===== src/rtl/relojes_pkg.sv =====
// Shared definitions for the divided-clock checker: FSM states,
// err_code bit positions and the default divider ratios.
package relojes_pkg;

   typedef enum logic [1:0] {
      ST_IDLE   = 2'd0,
      ST_ACQ    = 2'd1,
      ST_LOCKED = 2'd2,
      ST_ERROR  = 2'd3
   } state_t;

   // err_code bit positions
   localparam int ERR_CLK4  = 0;
   localparam int ERR_CLK2  = 1;
   localparam int ERR_CLK   = 2;
   localparam int ERR_PHASE = 3;

   // Default divider ratios, in clk32f cycles
   localparam int DIV4_DEF  = 8;
   localparam int DIV2_DEF  = 16;
   localparam int DIV1_DEF  = 32;
   localparam int LOCKN_DEF = 2;
   localparam int CW_DEF    = 7;

   // Width of the consecutive-good-period counter
   localparam int GOOD_W = 4;

endpackage


===== src/rtl/verif_relojes_per_chk.sv =====
// Per-channel checker: samples one divided clock, detects its edges and
// flags a bad period, a bad high time or a stopped clock.
module per_chk #(
   parameter int DIV = 8,
   parameter int CW  = 7
) (
   input  logic clk,
   input  logic reset,
   input  logic sig,
   output logic rise,
   output logic fail,
   output logic seen
);

   localparam logic [CW-1:0] MAX_C   = '1;
   localparam logic [CW-1:0] DIV_C   = CW'(DIV);
   localparam logic [CW-1:0] HALF_C  = CW'(DIV / 2);
   localparam logic [CW-1:0] STUCK_C = CW'(2 * DIV);

   logic          q;
   logic          p;
   logic          fall;
   logic [CW-1:0] cnt;
   logic [CW-1:0] hcnt;

   assign rise = q & ~p;
   assign fall = ~q & p;

   // Sampler, edge history, saturating period/high counters and first-rise flag
   always_ff @(posedge clk) begin
      if (reset) begin
         q    <= 1'b0;
         p    <= 1'b0;
         cnt  <= '0;
         hcnt <= '0;
         seen <= 1'b0;
      end else begin
         q <= sig;
         p <= q;
         if (rise)
            cnt <= CW'(1);
         else if (cnt != MAX_C)
            cnt <= CW'(cnt + 1'b1);
         if (!q)
            hcnt <= '0;
         else if (hcnt != MAX_C)
            hcnt <= CW'(hcnt + 1'b1);
         if (rise)
            seen <= 1'b1;
      end
   end

   // A channel fails on a wrong period at a rise, a wrong high time at a fall,
   // or whenever too long has passed since the last rise
   always_comb begin
      fail = seen & ((rise & (cnt != DIV_C)) |
                     (fall & (hcnt != HALF_C)) |
                     (cnt > STUCK_C));
   end

endmodule


===== src/rtl/verif_relojes.sv =====
// Checker for the clock divider outputs: per-channel period/duty checks,
// mutual phase check and a lock/error FSM with sticky error codes.
module verif_relojes
   import relojes_pkg::*;
#(
   parameter int DIV4  = DIV4_DEF,
   parameter int DIV2  = DIV2_DEF,
   parameter int DIV1  = DIV1_DEF,
   parameter int LOCKN = LOCKN_DEF,
   parameter int CW    = CW_DEF
) (
   input  logic       clk32f,
   input  logic       reset,
   input  logic       clk4f,
   input  logic       clk2f,
   input  logic       clk,
   output logic       locked,
   output logic       error,
   output logic [3:0] err_code,
   output logic [1:0] state
);

   logic rise4, rise2, rise1;
   logic fail4, fail2, fail1;
   logic seen4, seen2, seen1;
   logic phase_fail;
   logic [3:0] chan_fail;

   state_t            state_r, state_nxt;
   logic [GOOD_W-1:0] good, good_nxt;
   logic [3:0]        err_nxt;

   per_chk #(.DIV(DIV4), .CW(CW)) u_chk4 (
      .clk(clk32f), .reset(reset), .sig(clk4f),
      .rise(rise4), .fail(fail4), .seen(seen4)
   );

   per_chk #(.DIV(DIV2), .CW(CW)) u_chk2 (
      .clk(clk32f), .reset(reset), .sig(clk2f),
      .rise(rise2), .fail(fail2), .seen(seen2)
   );

   per_chk #(.DIV(DIV1), .CW(CW)) u_chk1 (
      .clk(clk32f), .reset(reset), .sig(clk),
      .rise(rise1), .fail(fail1), .seen(seen1)
   );

   // Every slower rise must coincide with a rise of each faster clock
   always_comb begin
      phase_fail = (rise1 & ~(rise2 & rise4)) | (rise2 & ~rise4);
      chan_fail  = '0;
      chan_fail[ERR_CLK4]  = fail4;
      chan_fail[ERR_CLK2]  = fail2;
      chan_fail[ERR_CLK]   = fail1;
      chan_fail[ERR_PHASE] = phase_fail;
   end

   // Next-state logic; a rise detected this cycle counts as seen so the
   // first aligned rise of all three clocks can start acquisition, and a
   // failure restarts the good count so the next clean clk rise is the first
   always_comb begin
      state_nxt = state_r;
      good_nxt  = good;
      err_nxt   = err_code;
      case (state_r)
         ST_IDLE: begin
            good_nxt = '0;
            if (rise1 && (seen4 || rise4) && (seen2 || rise2) && (seen1 || rise1))
               state_nxt = ST_ACQ;
         end
         ST_ACQ: begin
            if (|chan_fail)
               good_nxt = '0;
            else if (good >= GOOD_W'(LOCKN))
               state_nxt = ST_LOCKED;
            else if (rise1)
               good_nxt = GOOD_W'(good + 1'b1);
         end
         ST_LOCKED: begin
            if (|chan_fail) begin
               state_nxt = ST_ERROR;
               err_nxt   = chan_fail;
            end
         end
         ST_ERROR: begin
            err_nxt = err_code | chan_fail;
         end
         default: state_nxt = ST_IDLE;
      endcase
   end

   // State, good counter and error code registers
   always_ff @(posedge clk32f) begin
      if (reset) begin
         state_r  <= ST_IDLE;
         good     <= '0;
         err_code <= '0;
      end else begin
         state_r  <= state_nxt;
         good     <= good_nxt;
         err_code <= err_nxt;
      end
   end

   // Status flags follow the state register one cycle later
   always_ff @(posedge clk32f) begin
      if (reset) begin
         locked <= 1'b0;
         error  <= 1'b0;
      end else begin
         locked <= (state_r == ST_LOCKED);
         error  <= (state_r == ST_ERROR);
      end
   end

   assign state = state_r;

endmodule


===== config.mk =====
export PLATFORM = sky130hd
export DESIGN_NAME = verif_relojes
export DESIGN_NICKNAME = d
export VERILOG_FILES = /design/src/rtl/relojes_pkg.sv /design/src/rtl/verif_relojes_per_chk.sv /design/src/rtl/verif_relojes.sv
export SDC_FILE = /design/constraint.sdc
export NUM_CORES = 1
export LEC_CHECK = 0
export ABC_AREA = 1
export CAP_MARGIN = 0
export CORE_MARGIN = 10
export CORE_UTILIZATION = 50
export CTS_CLUSTER_DIAMETER = 120
export DETAILED_ROUTE_END_ITERATION = 10
export DONT_BUFFER_PORTS = 1
export PLACE_DENSITY_LB_ADDON = 0.25
export SLEW_MARGIN = 20
export SYNTH_ARGS = -nofsm -noshare
export SYNTH_HDL_FRONTEND = slang
export SYNTH_SLANG_ARGS = --single-unit
export TNS_END_PERCENT = 30

===== constraint.sdc =====
create_clock -name clk32f -period 1.85 [get_ports clk32f]
set_input_delay 0.2775 -clock clk32f [delete_from_list [all_inputs] [get_ports clk32f]]
set_output_delay 0.2775 -clock clk32f [all_outputs]
set_load 0.05 [all_outputs]

-- Word-level counts from Yosys, hierarchy flattened
Index checks and enable logic that the tools add are counted.
Widths: inputs -> output; s select.
- add/sub/neg operators: 7
- magnitude comparators: 4
- equal/unequal tests: 21
- multiplexer cells: 17
- bitwise gates (word level): 34
- reductions and logical operators: 23
- operators with widths (cell ; count):
    $add 7x1->7 const B ; 6
    $ne 7x7->1 const B ; 6
    $and 1x1->1 ; 18
    $mux 4 ; 4
    $pmux 4 s2 ; 2
    $ne 7x4->1 const B ; 2
    $ne 7x5->1 const B ; 2
    $reduce_or 2->1 ; 6
    $reduce_bool 2->1 ; 5
    $mux 2 ; 4
    $ne 2x2->1 const B ; 4
    $not 1->1 ; 8
    $gt 7x5->1 const B ; 1
    $gt 7x6->1 const B ; 1
    $gt 7x7->1 const B ; 1
    $ne 7x3->1 const B ; 1
    $ne 7x6->1 const B ; 1
    $or 1x1->1 ; 7
    $mux 1 ; 6
    $ne 3x3->1 const B ; 2
    $pmux 2 s3 ; 1
    $reduce_and 5->1 ; 1
    $add 4x1->4 const B ; 1
    $eq 2x2->1 const B ; 2
    other kinds (10) ; 14
- register bits after elaboration: 63
- input bits: 5
- logic and storage cells: 129

-- Longest topological paths before layout
Gate-level depths: netlist of run 1.
- depth after elaboration: 9
- depth in mapped cells: 16

-- By module
A second synthesis of run 1 with hierarchy kept.
- cells, all modules: 474
- area, all modules: 3339.5 µm²
- by module, submodules not included (module ; instances ; cells each ; area an instance (µm²) ; sequential area each (µm²)):
    per_chk at u_chk2 ; 1 ; 125 ; 882.1 ; 340.3
    per_chk at u_chk1 ; 1 ; 121 ; 860.8 ; 340.3
    per_chk at u_chk4 ; 1 ; 125 ; 857.1 ; 340.3
    verif_relojes ; 1 ; 103 ; 739.5 ; 240.2

-- Worst setup path before layout of run 1
No wires, ideal clock.
- path type: register to register
- start: reg state_r[0] (netlist: state[0])
- end: reg good[0]
- library setup time: 115 ps
- arrival: 1718 ps
- required time: 1735 ps
- path slack: 17 ps
- cell stages (with the launch flop): 9
- path buffers: 0
- period minus slack after synthesis: 1833 ps
- cells stage by stage: dfxtp_1 ha_1 inv_1 nor3_1 nand2_1 nor2_1 a21oi_1 a21oi_1 nor2_1
- word-level cells in the longest chain between the ends: 3
- elaborated cells on any way between the ends: 7
- ends and longest elaborated chain (what ; RTL line ; RTL):
    start: declaration ; verif_relojes.sv:29 ; state_t state_r, state_nxt;
    start signal: assignment ; verif_relojes.sv:99 ; state_r <= state_nxt;
    $eq 2x1->1 / $logic_not 2->1 (equally long branches) ; verif_relojes.sv:65 ; case (state_r)
    $ne 3x3->1 (no line) / $reduce_bool 2->1 (equally long branches) ; n/a ;
    $reduce_and 3->1 (no line) ; n/a ;
    end signal: assignment ; verif_relojes.sv:100 ; good <= good_nxt;
    end: declaration ; verif_relojes.sv:30 ; logic [GOOD_W-1:0] good, good_nxt;
Parallel ways exist; a longest one is shown, timed or not.
A chain may end at the register's enable or synchronous reset.

-- Final worst setup path of run 1
- start: reg state_r[0] (netlist: state[0])
- end: reg state_r[1] (netlist: state[1])
- word-level cells in the longest chain between the ends: 3
- elaborated cells on any way between the ends: 10
- ends and longest elaborated chain (what ; RTL line):
    $eq 2x1->1, or another cell as far along ; verif_relojes.sv:65
    $ne 2x2->1 (no line) / $reduce_bool 3->1 (equally long branches) ; n/a
    $reduce_and 5->1 (no line) ; n/a
Parallel ways exist; a longest one is shown, timed or not.

==> results.sh, run 1 <==
export IMPL_outcome="finished, final reports clean"
export IMPL_cts_sinks=63
export IMPL_syn_num_nets=433
export IMPL_critPathMaxFanout=4
export IMPL_worst_setup_path_start_kind="flop"
export IMPL_worst_slack_ns=0.1579
export IMPL_hold_path_class="input pin to flop"
export IMPL_maxCapViolCount=0
export IMPL_clk_pin_slew_ns=0.07
export IMPL_reg2reg_slack_ns=0.16
export IMPL_dieArea_sq_um=9531
export IMPL_avgViaCountPerCell=4.992
export IMPL_synth_simple_gate_area_frac=0.2529
export IMPL_mostFrequentLayoutCells="inv_1 (64), dfxtp_1 (62), nand2_1 (57)"
export IMPL_wire_per_inst_microns=11.12
export IMPL_utilization=0.5674
export IMPL_netlist_instances=409
export IMPL_antenna_cells=0
export IMPL_fin_crit_sh=0.9146
export IMPL_tightest_slew_ns=0.5448
export IMPL_r2r_start="state[0]"
export IMPL_place_inst=484
export IMPL_fin_skew_ns=0.006852
export IMPL_maxSlewHeadroom=0.6363
export IMPL_ant_nets=0
export IMPL_timing_fmax_mhz=591.0
export IMPL_syn_avg_cell_area_sq_um=7.366
export IMPL_io_buffers=0
export IMPL_cts_buffers=9
export IMPL_arrival_ns=1.93
export IMPL_irDropWorstVdd_mv=0.5183
export IMPL_synth_mux_area_fraction=0
export IMPL_first_pass_iters=4
export IMPL_hold_start="reset"
export IMPL_synth_xor_xnor_area_share=0.03198
export IMPL_hold_end="error"
export IMPL_final_layout_size_suffix_gt1_frac=0.1124
export IMPL_drtIter0Drc=102
export IMPL_synth_top_family_by_area="simple AND/OR/NAND/NOR gates"
export IMPL_finalSetupViolations=0
export IMPL_ys_ff_latch=63
export IMPL_synth_compound_area_frac=0.1154
export IMPL_synth_area_leaders="dfxtp_1 (42%), inv_1 (8.5%), ha_1 (7.9%)"
export IMPL_cp_end_kind="flop"
export IMPL_placed_area_sq_um=3114
export IMPL_routed_wl_microns=5584
export IMPL_cts_tree="built"
export IMPL_stdcell_count=502
export IMPL_grt_total_usage=0.1203
export IMPL_grt_pass1_vias=2408
export IMPL_yosysTopAreaCell="dfxtp_1"
export IMPL_fillers=549
export IMPL_hold_ws_ns=0.01266
export IMPL_r2r_end="state[1]"
export IMPL_power_leakage_nw=1.427
export IMPL_synth_top_area_share=0.4186
export IMPL_rows=28
export IMPL_core_sq_um=5886
export IMPL_period_needed_ns=1.692
export IMPL_powerDensity_nw_per_um2=894.5
export IMPL_grt_start_max_net_pins=13
export IMPL_cp_required_ns=2.08
export IMPL_clock_path_buffers=2
export IMPL_overflow=0
export IMPL_die_h_microns=97.63
export IMPL_final_area_sq_um=3339
export IMPL_synth_cell_types=32
export IMPL_rsz0062_at_grt="yes"
export IMPL_pre_cts_ws_ns=0.1831
export IMPL_crit_path_start="state[0]"
export IMPL_path_class="flop to flop"
export IMPL_ys_seq_area_frac=0.4186
export IMPL_hpwl_microns=4038
export IMPL_die_w_microns=97.63
export IMPL_post_cts_buffers=0
export IMPL_ios=13
export IMPL_syn_area_sq_um=3013
export IMPL_cts_root_buf="clkbuf_8"
export IMPL_hold_viol=0
export IMPL_grt_antenna_before_repair=0
export IMPL_fin_nets=447
export IMPL_mostFrequentLayoutCell="inv_1"
export IMPL_yosysWarnings=0
export IMPL_drc=0
export IMPL_finalWeightedCongestion=0.8470
export IMPL_num_vias=2506
export IMPL_rr_worst_depth=9
export IMPL_hold_path_cell_count=1
export IMPL_syn2layout_area_growth_pct=10.84
export IMPL_ctsHtreeMaxLevel=3
export IMPL_clk_latency_ns=0.33
export IMPL_grt_pass1_wl_microns=9832
export IMPL_initial_core_util=0.5119
export IMPL_synth_fa_ha_area_frac=0.07890
export IMPL_slew_viol_final=0
[state kept, by name (all words and copies together) (netlist names), 2 cells and up]
register	flops
u_chk4.cnt	7
u_chk4.hcnt	7
u_chk2.hcnt	7
u_chk1.hcnt	7
state	2
u_chk1.cnt	7
u_chk2.cnt	7
err_code	4
good	4
[synthesized netlist by cell type, drive strengths merged]
master	number
inv	79
dfxtp	63
nor2	62
nand2	59
a21oi	36
nand3	26
o21ai	20
ha	19
nor3	11
xor2	10
nand4	7
a211oi	5
a31oi	1
and2	1
buf	1
clkbuf	1
clkinv	1
nand3b	1
nor3b	1
nor4	1
o311ai	1
o31ai	1
or3	1
xnor2	1
[how the worst max path moves through the flow]
stage                  endpoint  slack [ns]  depth (start not counted)
floorplan               good[0]        0.02                          8
detailed placement  err_code[1]        0.18                         12
global placement    err_code[0]        0.21                         12
CTS                    state[1]        0.15                         14
finish                 state[1]        0.16                          9
global route           state[1]      -0.007                          9
[cells by family after synthesis]
family | count (synthesis)
simple gates | 170
compound gates | 64
xor+xnor | 11
buf+inv | 82
flops | 63
fa+ha+maj | 19
[per-stage QoR]
step           setup TNS [ns]  power [mW]
2_1_floorplan               0       1.879
3_3_place_gp                0       1.963
3_5_place_dp                0       1.973
4_1_cts                     0       3.003
5_1_grt             -0.007938       3.143
6_report                    0       2.987
[power by group]
| group | switching (mW) | leakage [nW] | internal (mW) | total [mW] |
|---|---|---|---|---|
| combinational | 0.338 | 0.830 | 0.166 | 0.504 |
| sequential | 0.0612 | 0.512 | 1.41 | 1.47 |
| clock | 0.505 | 0.0850 | 0.508 | 1.01 |
[critical path, cell delays in order (launching register included)]
cell	delay, ns
dfxtp_1	0.35
buf_4	0.23
inv_1	0.11
ha_1	0.28
o31ai_1	0.31
a21oi_2	0.09
nand3_2	0.10
nand2_1	0.05
inv_1	0.05
nor2_1	0.04
[metal layers]
metal | vias up | routed length (microns) | GRT usage
li1 | 1326 | - | -
met1 | 1136 | 2741 | 0.1351
met2 | 31 | 2542 | 0.1993
met3 | 13 | 169 | 0.03058
met4 | 0 | 131 | 0.07271
met5 | - | 0 | 0
[repair_timing]
action                                 4_1_cts  5_1_grt
hold buffers                                 2        1
gates resized for setup                      0       11
endpoints found under the hold margin        9        1
setup endpoints to repair                    0        7
[cell type report]
| type | instances | area (sq um) | share of cell area |
|---|---|---|---|
| clock buffer | 11 | 141.4 | 0.04234 |
| clock inverter | 4 | 22.52 | 0.006744 |
| inverter | 80 | 300.3 | 0.08992 |
| multi-input combinational | 264 | 1474 | 0.4414 |
| sequential | 63 | 1262 | 0.3780 |
| tap | 75 | 93.84 | 0.02810 |
| timing repair buffer | 5 | 45.04 | 0.01349 |
No activity file was read; power rests on OpenSTA's default activity.
==> inputs of run 2 (changes only) <==
Settings changed: CELL_PAD_IN_SITES_DETAIL_PLACEMENT from default to 1, CELL_PAD_IN_SITES_GLOBAL_PLACEMENT from default to 2, CORE_UTILIZATION 50 to 38, CTS_BUF_LIST from default to sky130_fd_sc_hd__clkbuf_8, HOLD_SLACK_MARGIN from default to 0.12.
==> run 2 against run 1 <==
Net effect:
- final cell count rose by 7.0%
- worst setup slack got worse by 0.0042 ns
- via count rose by 2.2%
- register-to-register slack barely moved
- largest cell class unchanged
- clock power rose by 47%
- non-clock buffer count rose by 7
- flip-flop and latch count did not move
- fmax fell by 0.25%
- clock-buffer cell count fell by 1
- global-route usage rose by 0.20 points
- sequential power barely moved
==> results.sh, run 2 (synthesized netlist as in run 1, its figures left out) <==
export IMPL_ctsHtreeMaxLevel=3
export IMPL_mostFrequentLayoutCell="inv_1"
export IMPL_clk_pin_slew_ns=0.07
export IMPL_tightest_slew_ns=0.8820
export IMPL_irDropWorstVdd_mv=0.3728
export IMPL_finalSetupViolations=0
export IMPL_powerDensity_nw_per_um2=985.2
export IMPL_path_class="flop to flop"
export IMPL_maxCapViolCount=0
export IMPL_finalWeightedCongestion=0.7544
export IMPL_die_h_microns=109.0
export IMPL_utilization=0.4581
export IMPL_grt_pass1_vias=2649
export IMPL_hold_path_class="input pin to flop"
export IMPL_syn2layout_area_growth_pct=17.48
export IMPL_timing_fmax_mhz=589.5
export IMPL_hold_ws_ns=0.1570
export IMPL_mostFrequentLayoutCells="inv_1 (64), dfxtp_1 (61), nand2_1 (57)"
export IMPL_power_leakage_nw=1.498
export IMPL_placed_area_sq_um=3163
export IMPL_final_layout_size_suffix_gt1_frac=0.1379
export IMPL_wire_per_inst_microns=12.61
export IMPL_core_sq_um=7727
export IMPL_grt_pass1_wl_microns=11930
export IMPL_place_inst=513
export IMPL_dieArea_sq_um=11890
export IMPL_num_vias=2560
export IMPL_clk_latency_ns=0.34
export IMPL_stdcell_count=537
export IMPL_hpwl_microns=5062
export IMPL_slew_viol_final=0
export IMPL_cts_sinks=63
export IMPL_clock_path_buffers=2
export IMPL_outcome="finished, final reports clean"
export IMPL_cts_root_buf="clkbuf_8"
export IMPL_cp_required_ns=2.03
export IMPL_grt_total_usage=0.1223
export IMPL_antenna_cells=0
export IMPL_rows=32
export IMPL_cts_buffers=9
export IMPL_critPathMaxFanout=6
export IMPL_grt_start_max_net_pins=22
export IMPL_hold_viol=0
export IMPL_avgViaCountPerCell=4.767
export IMPL_routed_wl_microns=6772
export IMPL_cts_tree="built"
export IMPL_fillers=973
export IMPL_io_buffers=0
export IMPL_ios=13
export IMPL_die_w_microns=109.0
export IMPL_grt_antenna_before_repair=0
export IMPL_first_pass_iters=4
export IMPL_drtIter0Drc=55
export IMPL_drc=0
export IMPL_overflow=0
export IMPL_cp_end_kind="flop"
export IMPL_fin_crit_sh=0.9169
export IMPL_final_area_sq_um=3540
export IMPL_fin_skew_ns=0.008474
export IMPL_fin_total_pwr_mw=3.487
export IMPL_ant_nets=0
export IMPL_period_needed_ns=1.696
export IMPL_worst_setup_path_start_kind="flop"
export IMPL_initial_core_util=0.3899
export IMPL_arrival_ns=1.88
export IMPL_fin_nets=454
export IMPL_maxSlewHeadroom=0.4101
run 2: cell count changes in the layout (fill, tap and decap cells not counted), moves of 2 or more:
cell,before,now
dlygate4sd3_1,3,5
ha_1,19,17
buf_4,2,7
bufinv_16,0,3
run 2: final timing paths:
check / slack [ns] / cells past startpoint / endpoint / from
setup / recovery: 0.15 / 11 / err_code[3] / u_chk1.hcnt[0]
hold / removal: 0.16 / 3 / good[0] / reset
setup reg to reg: 0.15 / 11 / err_code[3] / u_chk1.hcnt[0]
hold reg to reg: 0.47 / 2 / good[3] / good[3]
run 2: stage by stage:
stage | worst slack, ns | TNS (ns)
floorplan | 0.01683 | 0
global placement | 0.1826 | 0
detailed placement | 0.1159 | 0
CTS | 0.07285 | 0
global route | -0.04166 | -0.06518
finish | 0.1537 | 0
run 2: worst max-delay path, stage by stage, from the launching register on:
cell	delay, ns
dfxtp_1	0.32
inv_2	0.07
ha_1	0.14
inv_1	0.03
nor2_1	0.07
nand3_1	0.08
nand2_1	0.08
nand3_2	0.11
a21oi_4	0.23
nand3_2	0.18
nand3_1	0.13
a21oi_1	0.08
run 2: layout make-up:
type	instances	area, sq um	area share
multi-input cells	264	1500	0.4238
flip-flops and latches	63	1264	0.3570
inverters	80	300.3	0.08484
clock buffers	10	137.6	0.03888
well taps	102	127.6	0.03606
clock inverters	6	107.6	0.03040
repair buffers	12	102.6	0.02899
run 2: power breakdown:
| part | total (mW) | switching [mW] | internal, mW |
|---|---|---|---|
| Combinational | 0.527 | 0.346 | 0.181 |
| Sequential | 1.48 | 0.0703 | 1.41 |
| Clock | 1.48 | 0.555 | 0.927 |
run 2: timing repair:
action,in CTS,in global routing
setup endpoints to repair,0,11
buffers inserted,0,3
resized for setup,0,18
hold buffers,5,0
hold endpoints to repair,21,0
run 2: metal layers:
| layer | wire (microns) | part of all wire | GRT usage |
|---|---|---|---|
| met1 | 3184 | 0.47 | 0.1444 |
| met2 | 3342 | 0.49 | 0.2069 |
| met3 | 181 | 0.027 | 0.03481 |
| met4 | 64 | 0.0095 | 0.04331 |
| met5 | 0 | 0 | 0 |
==> inputs of run 3 (changes only) <==
Settings changed: CORE_ASPECT_RATIO from default to 0.75, CTS_CLUSTER_SIZE from default to 25.
==> run 3 against run 2 <==
Net effect:
- hold slack worse by 0.021 ns
- clock skew is 0.0041 ns lower
- final cell count is 0.74% higher
- non-clock buffer count is 1 higher
- combinational power is 2% higher
- critical endpoint is now u_chk4.hcnt[1]
- worst setup slack worse by 0.020 ns
- flip-flop and latch count stayed put
- clock-buffer cell count is 1 higher
- via count is 0.31% higher
==> results.sh, run 3 (synthesized netlist as in run 1, its figures left out) <==
export IMPL_arrival_ns=1.94
export IMPL_slew_viol_final=0
export IMPL_fillers=989
export IMPL_rsz0062_at_grt="yes"
export IMPL_pre_cts_ws_ns=0.06166
export IMPL_period_needed_ns=1.717
export IMPL_finalWeightedCongestion=0.8041
export IMPL_fin_skew_ns=0.004347
export IMPL_hold_path_class="input pin to flop"
export IMPL_dieArea_sq_um=11930
export IMPL_stdcell_count=541
export IMPL_routed_wl_microns=7249
export IMPL_tightest_slew_ns=0.8947
export IMPL_grt_total_usage=0.1293
export IMPL_power_leakage_nw=1.506
export IMPL_rows=28
export IMPL_worst_slack_ns=0.1332
export IMPL_mostFrequentLayoutCells="inv_1 (64), dfxtp_1 (61), nand2_1 (57)"
export IMPL_avgViaCountPerCell=4.747
export IMPL_cts_buffers=9
export IMPL_grt_pass1_wl_microns=12500
export IMPL_fin_crit_sh=0.9280
export IMPL_critPathMaxFanout=22
export IMPL_clk_latency_ns=0.35
export IMPL_cp_cell_sequence="dlygate4sd3_1 > nor2_1 > inv_1 > a211oi_1"
export IMPL_finalSetupViolations=0
export IMPL_cts_tree="built"
export IMPL_die_w_microns=122.8
export IMPL_mostFrequentLayoutCell="inv_1"
export IMPL_final_layout_size_suffix_gt1_frac=0.1399
export IMPL_ctsHtreeMaxLevel=3
export IMPL_num_vias=2568
export IMPL_core_sq_um=7812
export IMPL_syn2layout_area_growth_pct=17.07
export IMPL_clock_path_buffers=2
export IMPL_ios=13
export IMPL_outcome="finished, final reports clean"
export IMPL_slowest_delay_ns=1.12
export IMPL_final_area_sq_um=3527
export IMPL_overflow=0
export IMPL_grt_pass1_vias=2681
export IMPL_maxCapViolCount=0
export IMPL_initial_core_util=0.3857
export IMPL_die_h_microns=97.12
export IMPL_cp_end_kind="flop"
export IMPL_slowest_stage="dlygate4sd3_1"
export IMPL_first_pass_iters=4
export IMPL_worst_setup_path_start_kind="input pin"
export IMPL_cts_sinks=63
export IMPL_fin_nets=455
export IMPL_hold_viol=0
export IMPL_drtIter0Drc=91
export IMPL_wire_per_inst_microns=13.40
export IMPL_timing_fmax_mhz=582.5
export IMPL_placed_area_sq_um=3167
export IMPL_clk_pin_slew_ns=0.07
export IMPL_drc=0
export IMPL_antenna_cells=0
export IMPL_place_inst=516
export IMPL_hpwl_microns=5335
export IMPL_maxSlewHeadroom=0.4016
export IMPL_crit_buf_inv=2
export IMPL_path_class="input pin to flop"
export IMPL_grt_start_max_net_pins=23
export IMPL_multi_input_area_sq_um=1500
export IMPL_io_buffers=0
export IMPL_cts_root_buf="clkbuf_8"
export IMPL_powerDensity_nw_per_um2=955.9
export IMPL_crit_family="buffers and inverters"
export IMPL_cp_required_ns=2.08
export IMPL_irDropWorstVdd_mv=0.4248
export IMPL_grt_antenna_before_repair=0
export IMPL_regArea_sq_um=1264
export IMPL_ant_nets=0
[run 3: layout make-up]
type,count,area share
Clock buffer,11,0.04292
Clock inverter,5,0.02057
Inverter,80,0.08514
Multi-Input combinational cell,264,0.4253
Sequential cell,63,0.3583
Tap cell,105,0.03725
Timing Repair Buffer,13,0.03051
[run 3: power breakdown]
group	switching [mW]	internal (mW)
clock	0.536	0.820
sequential	0.0714	1.41
combinational	0.358	0.177
[run 3: repair_timing]
action | CTS | global route
hold buffers | 4 | 0
endpoints found under the setup margin | 0 | 11
resized for setup | 0 | 19
setup buffers | 0 | 5
hold endpoints to repair | 22 | 0
[run 3: metal layers]
layer  track usage  share of wire  vias up
li1              -              -     1342
met1        0.1698           0.50     1189
met2        0.1874           0.45       28
met3       0.05226          0.038        9
met4       0.04069          0.011        0
met5             0              0        -
[run 3: worst paths after layout]
path / startpoint / to / slack, ns / depth (start not counted)
max: reset / u_chk4.hcnt[1] / 0.13 / 4
min: reset / u_chk2.cnt[5] / 0.14 / 3
max reg2reg: u_chk1.hcnt[1] / err_code[1] / 0.13 / 11
min reg2reg: good[3] / good[3] / 0.49 / 2
[run 3: tightest hold or removal path, cell delays in order]
cell	delay (ns)
nor2_1	0.06
nand2_1	0.07
inv_1	0.03
[run 3: metrics by stage]
stage | hold WS (ns) | setup TNS (ns) | power [mW] | util
4_1_cts | 0.1243 | 0 | 3.388 | 0.4391
6_report | 0.1355 | 0 | 3.372 | 0.4515
3_3_place_gp | 0.3516 | 0 | 1.988 | 0.4053
2_1_floorplan | 0.3845 | 0 | 1.879 | -
5_1_grt | 0.1345 | -0.1691 | 3.571 | 0.4515
3_5_place_dp | 0.3554 | 0 | 2.002 | 0.4053
